File: config.mk
export PLATFORM = sky130hd
export DESIGN_NAME = multi_edge_detector_flat
export DESIGN_NICKNAME = d
export VERILOG_FILES = /design/src/rtl/multi_edge_detector_if.sv /design/src/rtl/multi_edge_detector.sv /design/src/flat_wrapper.sv
export SDC_FILE = /design/constraint.sdc
export NUM_CORES = 1
export LEC_CHECK = 0
export BUFFER_PORTS_ARGS = -buffer_cell sky130_fd_sc_hd__clkbuf_2
export CORE_ASPECT_RATIO = 1.2
export CORE_MARGIN = 2
export CORE_UTILIZATION = 40
export CTS_CLUSTER_DIAMETER = 60
export DETAILED_ROUTE_END_ITERATION = 8
export HOLD_SLACK_MARGIN = 0.03
export PLACE_DENSITY = 0.62
export SKIP_CTS_REPAIR_TIMING = 1
export SLEW_MARGIN = 20
export SYNTH_ARGS = -nofsm -noshare
export SYNTH_HDL_FRONTEND = slang
export SYNTH_SLANG_ARGS = --single-unit
File: constraint.sdc
create_clock -name clk -period 2.3 [get_ports clk]
set_clock_uncertainty 0.2 [all_clocks]
set_input_delay 0.46 -clock clk [delete_from_list [all_inputs] [get_ports clk]]
set_output_delay 0.46 -clock clk [all_outputs]
set_load 0.01 [all_outputs]
File: src/rtl/multi_edge_detector_if.sv
`default_nettype none
// ============================================================================
// Module      : multi_edge_detector_if
// Description : Channel bundle between the edge detector and its user.
// Revision    : 1.0 - initial release
// ============================================================================
interface multi_edge_detector_if #(
    parameter int N = 4
);
    logic [N-1:0]   x;
    logic [2*N-1:0] mode;
    logic [N-1:0]   clr;
    logic [N-1:0]   irq_en;
    logic [N-1:0]   level;
    logic [N-1:0]   pulse;
    logic [N-1:0]   flag;
    logic           irq;

    modport master (
        output x, mode, clr, irq_en,
        input  level, pulse, flag, irq
    );

    modport slave (
        input  x, mode, clr, irq_en,
        output level, pulse, flag, irq
    );
endinterface
`default_nettype wire

File: src/rtl/multi_edge_detector.sv
`default_nettype none
// ============================================================================
// Module      : multi_edge_detector
// Description : N-channel synchronised, debounced edge detector with sticky
//               flags and an aggregated interrupt.
// Revision    : 1.0 - initial release
// ============================================================================
module multi_edge_detector #(
    parameter int N             = 4,
    parameter int SYNC_STAGES   = 2,
    parameter int FILTER_CYCLES = 4
) (
    input  wire logic               clk,
    input  wire logic               rst,
    multi_edge_detector_if.slave    bus
);
    localparam int CNT_W = (FILTER_CYCLES + 1 > 2) ? $clog2(FILTER_CYCLES + 1) : 1;
    localparam logic [CNT_W-1:0] C_CNT_LAST = CNT_W'(FILTER_CYCLES - 1);

    logic [N-1:0] w_level;
    logic [N-1:0] w_pulse;
    logic [N-1:0] w_flag;

    generate
        for (genvar i = 0; i < N; i++) begin : g_ch
            logic [SYNC_STAGES-1:0] r_sync;
            logic [CNT_W-1:0]       r_cnt;
            logic                   r_level;
            logic                   r_pulse;
            logic                   r_flag;
            logic                   w_s;
            logic                   w_update;
            logic                   w_event;

            assign w_s      = r_sync[SYNC_STAGES-1];
            // The level only moves after FILTER_CYCLES consecutive disagreeing samples.
            assign w_update = (w_s != r_level) && (r_cnt == C_CNT_LAST);
            assign w_event  = w_update &&
                              (( w_s && bus.mode[2*i])   ||
                               (!w_s && bus.mode[2*i+1]));

            always_ff @(posedge clk or posedge rst) begin
                if (rst) begin
                    r_sync  <= '0;
                    r_cnt   <= '0;
                    r_level <= 1'b0;
                    r_pulse <= 1'b0;
                    r_flag  <= 1'b0;
                end else begin
                    r_sync[0] <= bus.x[i];
                    for (int k = 1; k < SYNC_STAGES; k++) begin
                        r_sync[k] <= r_sync[k-1];
                    end

                    if (w_s == r_level) begin
                        r_cnt <= '0;
                    end else if (w_update) begin
                        r_level <= w_s;
                        r_cnt   <= '0;
                    end else begin
                        r_cnt <= r_cnt + 1'b1;
                    end

                    r_pulse <= w_event;

                    // A new event takes priority over a clear in the same cycle.
                    if (w_event) begin
                        r_flag <= 1'b1;
                    end else if (bus.clr[i]) begin
                        r_flag <= 1'b0;
                    end
                end
            end

            assign w_level[i] = r_level;
            assign w_pulse[i] = r_pulse;
            assign w_flag[i]  = r_flag;
        end
    endgenerate

    assign bus.level = w_level;
    assign bus.pulse = w_pulse;
    assign bus.flag  = w_flag;
    assign bus.irq   = |(w_flag & bus.irq_en);
endmodule
`default_nettype wire

File: src/flat_wrapper.sv
// flat-port wrapper written by rule: the top's interface ports become plain ports
module multi_edge_detector_flat 
#(
    parameter int N             = 4,
    parameter int SYNC_STAGES   = 2,
    parameter int FILTER_CYCLES = 4
)
  (clk, rst, bus_x, bus_mode, bus_clr, bus_irq_en, bus_level, bus_pulse, bus_flag, bus_irq);
  multi_edge_detector_if #(.N(N)) bus_i ();
  input  wire logic clk;
  input  wire logic rst;
  input wire logic [$bits(bus_i.x)-1:0] bus_x;
  input wire logic [$bits(bus_i.mode)-1:0] bus_mode;
  input wire logic [$bits(bus_i.clr)-1:0] bus_clr;
  input wire logic [$bits(bus_i.irq_en)-1:0] bus_irq_en;
  output wire logic [$bits(bus_i.level)-1:0] bus_level;
  output wire logic [$bits(bus_i.pulse)-1:0] bus_pulse;
  output wire logic [$bits(bus_i.flag)-1:0] bus_flag;
  output wire logic [$bits(bus_i.irq)-1:0] bus_irq;
  assign bus_i.x = bus_x;
  assign bus_i.mode = bus_mode;
  assign bus_i.clr = bus_clr;
  assign bus_i.irq_en = bus_irq_en;
  assign bus_level = bus_i.level;
  assign bus_pulse = bus_i.pulse;
  assign bus_flag = bus_i.flag;
  assign bus_irq = bus_i.irq;
  multi_edge_detector #(.N(N), .SYNC_STAGES(SYNC_STAGES), .FILTER_CYCLES(FILTER_CYCLES)) u_core (.clk(clk), .rst(rst), .bus(bus_i));
endmodule
=== Word-level counts from Yosys, hierarchy flattened ===
Index checks and enable logic that the tools add are counted.

* Register bits: 32
* Input bits: 22
* Word-level logic and storage cells: 90

* $add $sub $neg: 4
* Eq/ne operators: 12
* Muxes and demuxes: 16
* Bitwise gates (word level): 5
* Reductions and logical operators: 33

{| class="wikitable"
|+ Operator list
! kind !! number
|-
| 2-to-1 mux 3 bit || 8
|-
| logical AND 1 bit || 16
|-
| adder 3 x 1 -> 3 bit (second input constant) || 4
|-
| == test 3 x 2 -> 1 bit (second input constant) || 4
|-
| 2-to-1 mux 1 bit || 8
|-
| AND reduction 2 bit || 4
|-
| nonzero test 2 bit || 4
|-
| bitwise AND 4 bit || 1
|-
| == test 1 bit || 4
|-
| logical NOT 1 bit || 4
|-
| logical OR 1 bit || 4
|-
| != test 1 bit || 4
|-
| inverter 1 bit || 4
|-
| OR reduction 4 bit || 1
|}

=== Logic depth before layout (Yosys ltp) ===
Gate-level depths: netlist (run 1).

* Word-level depth: 5
* Mapped depth: 4

=== Worst setup path after synthesis (run 1) ===
Ideal clock, no wire load.

* Path kind: input to output
* Start: input port bus_irq_en[0]
* End: output port bus_irq
* Data arrival time: 0.711 ns
* Required time: 1.640 ns
* Slack: 0.929 ns
* Cell stages on the path: 2
* Cells stage by stage: a22oi_1 nand2_1

* Cells in the longest elaborated chain, start to end: 2

{| class="wikitable"
|+ Ends and longest elaborated chain
! element !! line !! text
|-
| start: declaration || flat_wrapper.sv:15 || <nowiki>input wire logic [$bits(bus_i.irq_en)-1:0] bus_irq_en;</nowiki>
|-
| bitwise AND 4 bit || multi_edge_detector.sv:84 || <nowiki>assign bus.irq = |(w_flag & bus.irq_en);</nowiki>
|-
| OR reduction 4 bit || multi_edge_detector.sv:84 ||
|-
| end: declaration || flat_wrapper.sv:19 || <nowiki>output wire logic [$bits(bus_i.irq)-1:0] bus_irq;</nowiki>
|}

No other way between the ends.

=== Final worst setup path (run 1) ===
* Start: register u_core.g_ch[1].r_flag
* End: output port bus_irq

* Cells in the longest elaborated chain, start to end: 2

{| class="wikitable"
|+ Ends and longest elaborated chain
! element !! line !! text
|-
| start: declaration || multi_edge_detector.sv:30 || <nowiki>logic r_flag;</nowiki>
|-
| start signal: assignment || multi_edge_detector.sv:48 || <nowiki>r_flag <= 1'b0;</nowiki>
|-
| start signal: assignment || multi_edge_detector.sv:68 || <nowiki>r_flag <= 1'b1;</nowiki>
|-
| start signal: assignment || multi_edge_detector.sv:70 || <nowiki>r_flag <= 1'b0;</nowiki>
|-
| bitwise AND 4 bit || multi_edge_detector.sv:84 ||
|-
| OR reduction 4 bit || multi_edge_detector.sv:84 ||
|}

No other way between the ends.

==> results.txt, run 1 <==
Syn Std Cell Area: 1329 µm²
Switch Pwr: 0.0004444 W
syn avg cell area: 13.42 µm²
Net Sw Frac: 0.3027
WP data arrival: 1.19 ns
Final WS setup: 0.4513 ns
Pre-antenna DRT Iters: 4
Max-slew headroom: 0.7443
initial DRC count: 3
Final Hold Viols: 0
placed cells: 158
# fillers: 298
Seq/Total Area, Yosys: 0.6026
Unique masters post-synth: 21
initial antenna violation count: 0
Hold Path Class: reg -> reg
chip height: 67.14 µm
Ys Warns: 0
Worst-Margin Slew: 0.3836 ns
CP max-delay cell: dfrtp_1
area leader, netlist: dfrtp_1
Final Instance Count excl. Fillers: 171
ant diodes: 0
endpoints failing setup: 0
Leak Pwr: 0.8038 nW
Clk network pwr share: 0.223
Int Pwr: 0.001024 W
Yosys top cell area share: 0.6026
Cells after Synth: 99
status: finished, final reports clean
min Tclk post-route: 1.849 ns
drt wl/cell: 11.51 µm
Primary FF master, synth: dfrtp_1
synthesized flop and latch total: 32
CP Launch Type: flip-flop
mean number of vias per cell: 4.743
nets@finish: 160
CP endpoint kind: output port
CP Data Required Time: 1.64 ns
period utilisation layout: 0.8038
layout cells sized above 1: 0.4000
Routed WL: 1968 µm
input/output buffers: 34
pin count of the biggest net entering global routing: 33
Routed Antenna Nets: 0
Worst-Skew Late Latency: 0.32 ns
final core occ: 0.5056
Final Max Slew Viols: 0
num rows: 22
DP Worst Slack: 0.6361 ns
EDFF count, synth: 0
top area cells in the synthesized netlist: dfrtp_1 60%, buf_4 6.8%, ha_1 3.8%
total congestion overflow: 0
worst-path cell chain: a22oi_1, nand2_1, clkbuf_2
Area Growth Syn to Fin: 18.36%
Fmax: 540.9 MHz
Die ar.: 3801 µm²
CTS tree: built
Max-cap violations: 0
Pwr Density: 933.5 nW/µm²
setup_tns: 0 ns
most frequent cell after synthesis: dfrtp_1
Max H-tree Level: 2
clk sinks: 32
routability cong.: 0.6592
Root Driver: clkbuf_4
clock buffer depth: 2
RSZ-0062 raised after global routing: false
worst vdd ir: 0.5762 mV
Worst R2R Setup Slack: 0.88 ns
synth cell count leaders: 32 x dfrtp_1, 12 x buf_4, 6 x nor3b_1, 5 x inv_1, 5 x nand3b_1
Async S/R FF share, synth: 1.000
Setup Crit Path Kind: reg -> out
I/O pins: 35
die width: 56.62 µm
gr usage total: 0.1292
Worst-path clk slew: 0.10 ns
initial core utilization: 0.4272
post-DP HPWL: 1468 µm
Gate power share: 0.259
CP Max Fanout: 3
crit-path max cell delay: 0.43 ns
CTS buffer count: 5
first-pass GRT wire length: 3539 µm
core box area: 3110 µm²
vias in the first global route: 865
routed vias: 811
sequential share of power: 0.518
DRC viols: 0
syn_nets: 125
worst max-delay path, delay by kind of cell (launching register included):
family	cells	cell delay [ns]
flops	1	0.43
compound gates	1	0.23
buf+inv	1	0.13
simple gates	1	0.08
path summary, 6_finish.rpt:
path / to / startpoint / cells past startpoint
max in group asynchronous: u_core.g_ch[2].r_cnt[2]$_DFF_PP0_ / rst / 4
max: bus_irq / u_core.g_ch[1].r_flag$_DFFE_PP0P_ / 3
min in group asynchronous: u_core.g_ch[1].r_cnt[2]$_DFF_PP0_ / rst / 4
min reg2reg: u_core.g_ch[3].r_sync[1]$_DFF_PP0_ / u_core.g_ch[3].r_sync[0]$_DFF_PP0_ / 0
min: u_core.g_ch[3].r_sync[1]$_DFF_PP0_ / u_core.g_ch[3].r_sync[0]$_DFF_PP0_ / 0
max reg2reg: u_core.g_ch[1].r_level$_DFFE_PP0P_ / u_core.g_ch[1].r_cnt[0]$_DFF_PP0_ / 3
power groups by stage:
stage | clock (W) | sequential, W | combinational (W)
6_report | 0.000328 | 0.000761 | 0.000380
5_1_grt | 0.000384 | 0.000777 | 0.000435
4_1_cts | 0.000343 | 0.000762 | 0.000382
3_5_place_dp | 0 | 0.000774 | 0.000378
3_3_place_gp | 0 | 0.000764 | 0.000367
2_1_floorplan | 0 | 0.000752 | 0.000337
flip-flops by register name (all words and copies together) (netlist names):
signal               cells
u_core.g_ch.r_level      4
u_core.g_ch.r_flag       4
u_core.g_ch.r_pulse      4
u_core.g_ch.r_cnt       12
u_core.g_ch.r_sync       8
layout by cell type, fill, tap and decap left out, types with 3 or more instances in the layout:
| cell | count |
|---|---|
| a22o_1 | 3 |
| and2_1 | 3 |
| clkbuf_2 | 34 |
| clkbuf_4 | 5 |
| dfrtp_1 | 32 |
| dlygate4sd3_1 | 5 |
| ha_1 | 4 |
| inv_1 | 5 |
| mux2_2 | 4 |
| nand2_1 | 4 |
| nand3b_1 | 5 |
| nor2b_4 | 3 |
| nor3b_1 | 6 |
| o21ai_1 | 3 |
| xnor2_1 | 4 |
final cells by class:
type,count,area (µm²),share of cell area
clock buffer,6,51.30,0.03262
clock inverter,2,10.01,0.006364
inverter,5,18.77,0.01193
multi-input combinational,50,419.2,0.2665
sequential,32,800.8,0.5091
tap,36,45.04,0.02864
timing repair buffer,40,227.7,0.1448
per-stage QoR:
stage | power [W] | area (µm²) | hold slack [ns]
after floorplan | 0.001090 | 1329 | 0.1312
after global placement | 0.001130 | 1461 | 0.1336
after detailed placement | 0.001152 | 1461 | 0.1373
after CTS | 0.001487 | 1523 | -0.02101
after global routing | 0.001597 | 1573 | 0.1562
final | 0.001468 | 1573 | 0.1560
cell families (layout without fill, tap and decap cells):
group / Yosys count / in the layout / share of synthesized area
mux: 4 / 4 / 0.03390
fa+ha+maj: 4 / 4 / 0.03767
buf+inv: 17 / 53 / 0.08193
xor+xnor: 4 / 4 / 0.02636
flops: 32 / 32 / 0.6026
simple gates: 28 / 28 / 0.1629
compound gates: 10 / 10 / 0.05461
layer usage:
layer | global-route usage | vias to the layer above | part of all wire
met4 | 0.06250 | 0 | 0.015
met1 | 0.1340 | 394 | 0.42
met3 | 0.06897 | 4 | 0.059
met5 | 0 | - | 0
li1 | - | 389 | -
met2 | 0.2151 | 24 | 0.50
Power figures use the tool's default switching activity.
==> inputs of run 2 (changes only) <==
--- a/config.mk
+++ b/config.mk
@@ -12,7 +12,7 @@
 export CTS_CLUSTER_DIAMETER = 60
 export DETAILED_ROUTE_END_ITERATION = 8
 export HOLD_SLACK_MARGIN = 0.03
-export PLACE_DENSITY = 0.62
+export PLACE_DENSITY = 0.65
 export SKIP_CTS_REPAIR_TIMING = 1
 export SLEW_MARGIN = 20
 export SYNTH_ARGS = -nofsm -noshare
==> constraint.sdc (replaced) <==
create_clock -name clk -period 1.6 [get_ports clk]
set_clock_uncertainty 0.2 [all_clocks]
set_input_delay 0.32 -clock clk [delete_from_list [all_inputs] [get_ports clk]]
set_output_delay 0.32 -clock clk [all_outputs]
set_load 0.01 [all_outputs]
==> run 2 against run 1 <==
Effect of this change:
- the flow now finishes with violations (setup timing)
- critical path depth unchanged
- combinational power up 52%
- non-clock buffer count rose by 5
- cell area is 3.3% higher
- sequential share of layout area fell by 1.6 points
- first-iteration DRC count increased to 6.3 times the previous value
- via count is 1.1% higher
- critical endpoint unchanged
- largest cell class unchanged
- register-to-register slack worse by 0.71 ns
- cell count increased by 2.3%
- total power is 48% higher
- clock power up 54%
- clock-buffer cell count rose by 1
==> results.txt, run 2 (synthesis results as in run 1) <==
nets@finish: 165 (was 160)
routed vias: 820 (was 811)
CTS tree: built (unchanged)
setup_tns: -0.01690 ns (was 0 ns)
Hold Crit Endpoint: u_core.g_ch[3].r_flag$_DFFE_PP0P_ (was u_core.g_ch[3].r_sync[1]$_DFF_PP0_)
mean number of vias per cell: 4.686 (was 4.743)
clock buffer depth: 2 (unchanged)
r2r endpoint: u_core.g_ch[1].r_level$_DFFE_PP0P_ (unchanged)
clk sinks: 32 (unchanged)
drt wl/cell: 12.54 µm (was 11.51 µm)
Fmax: 618.5 MHz
Final Max Slew Viols: 0 (unchanged)
Worst-Skew Late Latency: 0.32 ns (about the same)
most frequent cells in the layout: 34 x clkbuf_2, 32 x dfrtp_1, 6 x nor3b_1, 6 x buf_4 (was 34 x clkbuf_2, 32 x dfrtp_1, 6 x nor3b_1)
Final WS setup: -0.01690 ns (was 0.4513 ns)
CP Data Required Time: 1.08 ns (was 1.64 ns)
CP endpoint kind: output port (unchanged)
num rows: 22 (unchanged)
first-pass GRT wire length: 3636 µm (was 3539 µm)
I/O pins: 35 (unchanged)
Max-slew headroom: 0.7406 (was 0.7443)
CP Launch Type: flip-flop (unchanged)
hold wc startpoint: bus_clr[3] (was u_core.g_ch[3].r_sync[0]$_DFF_PP0_)
Area Growth Syn to Fin: 22.22% (was 18.36%)
Die ar.: 3801 µm² (unchanged)
Pre-antenna DRT Iters: 4 (unchanged)
Pwr Density: 1342 nW/µm² (was 933.5 nW/µm²)
crit-path max cell delay: 0.42 ns (was 0.43 ns)
DRC viols: 0 (unchanged)
placed cells: 158 (unchanged)
Leak Pwr: 0.8312 nW (was 0.8038 nW)
Hold Path Class: in -> reg (was reg -> reg)
core box area: 3110 µm² (unchanged)
Worst R2R Setup Slack: 0.17 ns (was 0.88 ns)
gr usage total: 0.1362 (was 0.1292)
Worst-path clk slew: 0.09 ns (was 0.10 ns)
Largest regs: u_core.g_ch.r_cnt: 12 flops, u_core.g_ch.r_sync: 8 flops (unchanged)
Max-cap violations: 0 (unchanged)
initial core utilization: 0.4272 (unchanged)
max FFs per register: 12 (unchanged)
Crit. Startpoint: u_core.g_ch[2].r_flag$_DFFE_PP0P_ (was u_core.g_ch[1].r_flag$_DFFE_PP0P_)
period utilisation layout: 1.011
Setup Crit Path Kind: reg -> out (unchanged)
Root Driver: clkbuf_4 (unchanged)
Worst Hold Depth: 3 (was 0)
CTS buffer count: 5 (unchanged)
chip height: 67.14 µm (unchanged)
vias in the first global route: 845 (was 865)
Final Hold Viols: 0 (unchanged)
Routed WL: 2195 µm (was 1968 µm)
post-DP HPWL: 1637 µm (was 1468 µm)
Routed Antenna Nets: 0 (unchanged)
RSZ-0062 raised after global routing: true (was false)
routability cong.: 0.6729 (was 0.6592)
input/output buffers: 34 (unchanged)
total congestion overflow: 0 (unchanged)
CP max-delay cell: dfrtp_1 (unchanged)
commonest non-fill, non-tap cell in the layout: clkbuf_2 (unchanged)
worst vdd ir: 1.033 mV (was 0.5762 mV)
WP data arrival: 1.10 ns (was 1.19 ns)
pin count of the biggest net entering global routing: 33 (unchanged)
Worst-Margin Slew: 0.3863 ns (was 0.3836 ns)
Final Instance Count excl. Fillers: 175 (was 171)
min Tclk post-route: 1.617 ns
# fillers: 288 (was 298)
initial DRC count: 19 (was 3)
failing checks: setup timing
endpoints failing setup: 1 (was 0)
layout cells sized above 1: 0.4317 (was 0.4000)
Max H-tree Level: 2 (unchanged)
initial antenna violation count: 0 (unchanged)
status: finished with violations (was finished, final reports clean)
die width: 56.62 µm (unchanged)
reg-to-reg startpoint: u_core.g_ch[1].r_cnt[0]$_DFF_PP0_ (unchanged)
DP Worst Slack: 0.1854 ns (was 0.6361 ns)
CP Max Fanout: 3 (unchanged)
R2R cell count: 3 (unchanged)
Top reg by flops: u_core.g_ch.r_cnt (unchanged)
ant diodes: 0 (unchanged)
worst-path cell chain: a22oi_2, nand2_1, clkbuf_2 (was a22oi_1, nand2_1, clkbuf_2)
[run 2: cell types whose count changed in the layout (fill, tap and decap cells not counted), sizes merged]
cell and delta:
buf +5, clkbuf +1, clkinv -2
[run 2: through the flow]
| step | utilization | total power, W | hold slack, ns | instance area (µm²) |
|---|---|---|---|---|
| floorplan | - | 0.001566 | 0.1312 | 1329 |
| global placement | 0.4698 | 0.001628 | 0.1340 | 1461 |
| detailed placement | 0.4698 | 0.001668 | 0.1372 | 1461 |
| CTS | 0.4907 | 0.002183 | -0.1594 | 1526 |
| global route | 0.5221 | 0.002345 | 0.03993 | 1624 |
| finish | 0.5221 | 0.002179 | 0.05034 | 1624 |
[run 2: worst max-delay path, delay by kind of cell (launching register included)]
family	cells	cell delay (ns)
flip-flops	1	0.42
AO/OA/AOI/OAI	1	0.17
buffers and inverters	1	0.12
AND/OR/NAND/NOR	1	0.06
[run 2: worst max path at each step]
stage,end,slack (ns),cells after the start
3_3_place_gp,u_core.g_ch[1].r_level$_DFFE_PP0P_,0.24,3
4_1_cts,bus_irq,-0.1,3
6_report,bus_irq,-0.02,3
3_5_place_dp,u_core.g_ch[1].r_level$_DFFE_PP0P_,0.19,3
5_1_grt,bus_irq,-0.09,3
2_1_floorplan,u_core.g_ch[1].r_level$_DFFE_PP0P_,0.26,3
[run 2: final cells by class]
cell class	instances	area [µm²]	share of cell area
Clock buffer	7	65.06	0.04006
Inverter	5	18.77	0.01156
Multi-Input combinational cell	50	429.2	0.2643
Sequential cell	32	800.8	0.4931
Tap cell	36	45.04	0.02773
Timing Repair Buffer	45	265.3	0.1633
[run 2: routing by layer]
| metal | part of all wire | up-vias | global-route usage |
|---|---|---|---|
| met1 | 0.41 | 382 | 0.1388 |
| li1 | - | 400 | - |
| met3 | 0.079 | 5 | 0.04598 |
| met2 | 0.48 | 33 | 0.2253 |
| met4 | 0.031 | 0 | 0.1161 |
| met5 | 0 | - | 0 |
[run 2: power breakdown]
part,switching [W],internal (W),leakage (nW),total [W]
combinational,0.000260,0.000316,0.383,0.000576
clock,0.000257,0.000249,0.0374,0.000506
sequential,0.000129,0.000968,0.411,0.00110
total,0.000646,0.00153,0.831,0.00218
==> inputs of run 3 (changes only) <==
--- a/config.mk
+++ b/config.mk
@@ -13,6 +13,7 @@
 export DETAILED_ROUTE_END_ITERATION = 8
 export HOLD_SLACK_MARGIN = 0.03
 export PLACE_DENSITY = 0.65
+export RECOVER_POWER = 50
 export SKIP_CTS_REPAIR_TIMING = 1
 export SLEW_MARGIN = 20
 export SYNTH_ARGS = -nofsm -noshare
==> run 3 against run 2 <==
Effect of this change:
- the run still ends with setup timing left
- global-route usage unchanged
- die area unchanged
- largest power group unchanged
- critical path type unchanged
- sequential share of layout area up 0.19 points
- sequential cell count unchanged
==> results.txt, run 3 (synthesis results as in run 1) <==
drt wl/cell: 12.56 µm (was 12.54 µm)
Max H-tree Level: 2 (unchanged)
Reg area: 800.8 µm² (unchanged)
Largest regs: u_core.g_ch.r_cnt: 12 flops, u_core.g_ch.r_sync: 8 flops (unchanged)
Routed Antenna Nets: 0 (unchanged)
CP Launch Type: flip-flop (unchanged)
Max-slew headroom: 0.4890 (was 0.7406)
vias in the first global route: 845 (unchanged)
RSZ-0062 raised after global routing: true (unchanged)
Top reg by flops: u_core.g_ch.r_cnt (unchanged)
Worst-Skew Late Latency: 0.32 ns (about the same)
period utilisation layout: 1.011 (about the same)
Worst-path clk slew: 0.09 ns (about the same)
most frequent cells in the layout: 35 x clkbuf_2, 32 x dfrtp_1, 6 x nor3b_1 (was 34 x clkbuf_2, 32 x dfrtp_1, 6 x nor3b_1, 6 x buf_4)
nets@finish: 165 (unchanged)
layout cells sized above 1: 0.4245 (was 0.4317)
min Tclk post-route: 1.617 ns (about the same)
input/output buffers: 34 (unchanged)
Root Driver: clkbuf_4 (unchanged)
Final Hold Viols: 0 (unchanged)
failing checks: setup timing (unchanged)
clk sinks: 32 (unchanged)
Routed WL: 2198 µm (was 2195 µm)
# fillers: 289 (was 288)
Setup Crit Path Kind: reg -> out (unchanged)
clock buffer depth: 2 (unchanged)
endpoints failing setup: 1 (unchanged)
Worst-Margin Slew: 0.7664 ns (was 0.3863 ns)
Final WS setup: -0.01693 ns (was -0.01690 ns)
CP max-delay cell: dfrtp_1 (unchanged)
DRC viols: 0 (unchanged)
num rows: 22 (unchanged)
commonest non-fill, non-tap cell in the layout: clkbuf_2 (unchanged)
post-DP HPWL: 1637 µm (unchanged)
gr usage total: 0.1362 (unchanged)
initial antenna violation count: 0 (unchanged)
worst-path cell chain: a22oi_2, nand2_1, clkbuf_2 (unchanged)
CTS buffer count: 5 (unchanged)
Pre-antenna DRT Iters: 4 (unchanged)
Die ar.: 3801 µm² (unchanged)
CP Data Required Time: 1.08 ns (about the same)
CP Max Fanout: 3 (unchanged)
max FFs per register: 12 (unchanged)
CP endpoint kind: output port (unchanged)
WP data arrival: 1.10 ns (about the same)
CTS tree: built (unchanged)
Multi-input gate area: 425.4 µm² (was 429.2 µm²)
first-pass GRT wire length: 3636 µm (unchanged)
mean number of vias per cell: 4.669 (was 4.686)
Final Power: 0.002176 W (was 0.002179 W)
crit-path max cell delay: 0.42 ns (about the same)
Pwr Density: 1345 nW/µm² (was 1342 nW/µm²)
I/O pins: 35 (unchanged)
initial DRC count: 19 (unchanged)
worst vdd ir: 1.033 mV (about the same)
die width: 56.62 µm (unchanged)
chip height: 67.14 µm (unchanged)
status: finished with violations (unchanged)
pin count of the biggest net entering global routing: 33 (unchanged)
ant diodes: 0 (unchanged)
core box area: 3110 µm² (unchanged)
Leak Pwr: 0.8307 nW (was 0.8312 nW)
Fmax: 618.5 MHz (about the same)
Max-cap violations: 0 (unchanged)
Final Max Slew Viols: 0 (unchanged)
routability cong.: 0.6729 (unchanged)
initial core utilization: 0.4272 (unchanged)
total congestion overflow: 0 (unchanged)
routed vias: 817 (was 820)
Hold Path Class: in -> reg (unchanged)
setup_tns: -0.01693 ns (was -0.01690 ns)
Area Growth Syn to Fin: 21.75% (was 22.22%)
[run 3: area by class of cell]
type | count | area share
clock buffers | 7 | 0.04022
inverters | 5 | 0.01160
multi-input cells | 50 | 0.2630
flip-flops and latches | 32 | 0.4950
well taps | 36 | 0.02784
repair buffers | 45 | 0.1624
[run 3: report_power, final]
group / internal, W / total [W] / switching, W
clock network: 0.000249 / 0.000506 / 0.000257
logic: 0.000315 / 0.000573 / 0.000258
registers: 0.000968 / 0.00110 / 0.000129
[run 3: critical path, delay by kind of cell, from the launching register on]
family	cells	cell delay, ns
flops	1	0.42
simple gates	1	0.06
compound gates	1	0.17
buf+inv	1	0.12
[run 3: path summary, 6_finish.rpt]
check / slack [ns] / from / cells past startpoint / endpoint
max: -0.02 / u_core.g_ch[2].r_flag$_DFFE_PP0P_ / 3 / bus_irq
min: 0.05 / bus_clr[3] / 3 / u_core.g_ch[3].r_flag$_DFFE_PP0P_
max reg2reg: 0.18 / u_core.g_ch[1].r_cnt[0]$_DFF_PP0_ / 3 / u_core.g_ch[1].r_level$_DFFE_PP0P_
min reg2reg: 0.16 / u_core.g_ch[2].r_sync[0]$_DFF_PP0_ / 0 / u_core.g_ch[2].r_sync[1]$_DFF_PP0_
max in group asynchronous: 0.18 / rst / 4 / u_core.g_ch[0].r_level$_DFFE_PP0P_
min in group asynchronous: 0.54 / rst / 4 / u_core.g_ch[3].r_sync[1]$_DFF_PP0_
[run 3: metal layers]
| layer | wire (µm) | global-route usage | vias up |
|---|---|---|---|
| li1 | - | - | 400 |
| met1 | 895 | 0.1388 | 379 |
| met2 | 1061 | 0.2253 | 33 |
| met3 | 174 | 0.04598 | 5 |
| met4 | 67 | 0.1161 | 0 |
| met5 | 0 | 0 | - |
[run 3: metrics by stage]
stage	hold slack, ns	area [µm²]	utilization	std cells	worst slack (ns)
3_3_place_gp	0.1340	1461	0.4698	158	0.2446
3_5_place_dp	0.1372	1461	0.4698	158	0.1854
6_report	0.05010	1618	0.5201	175	-0.01693
5_1_grt	0.04937	1618	0.5201	175	-0.08534
4_1_cts	-0.1594	1526	0.4907	165	-0.09931
2_1_floorplan	0.1312	1329	-	99	0.2610
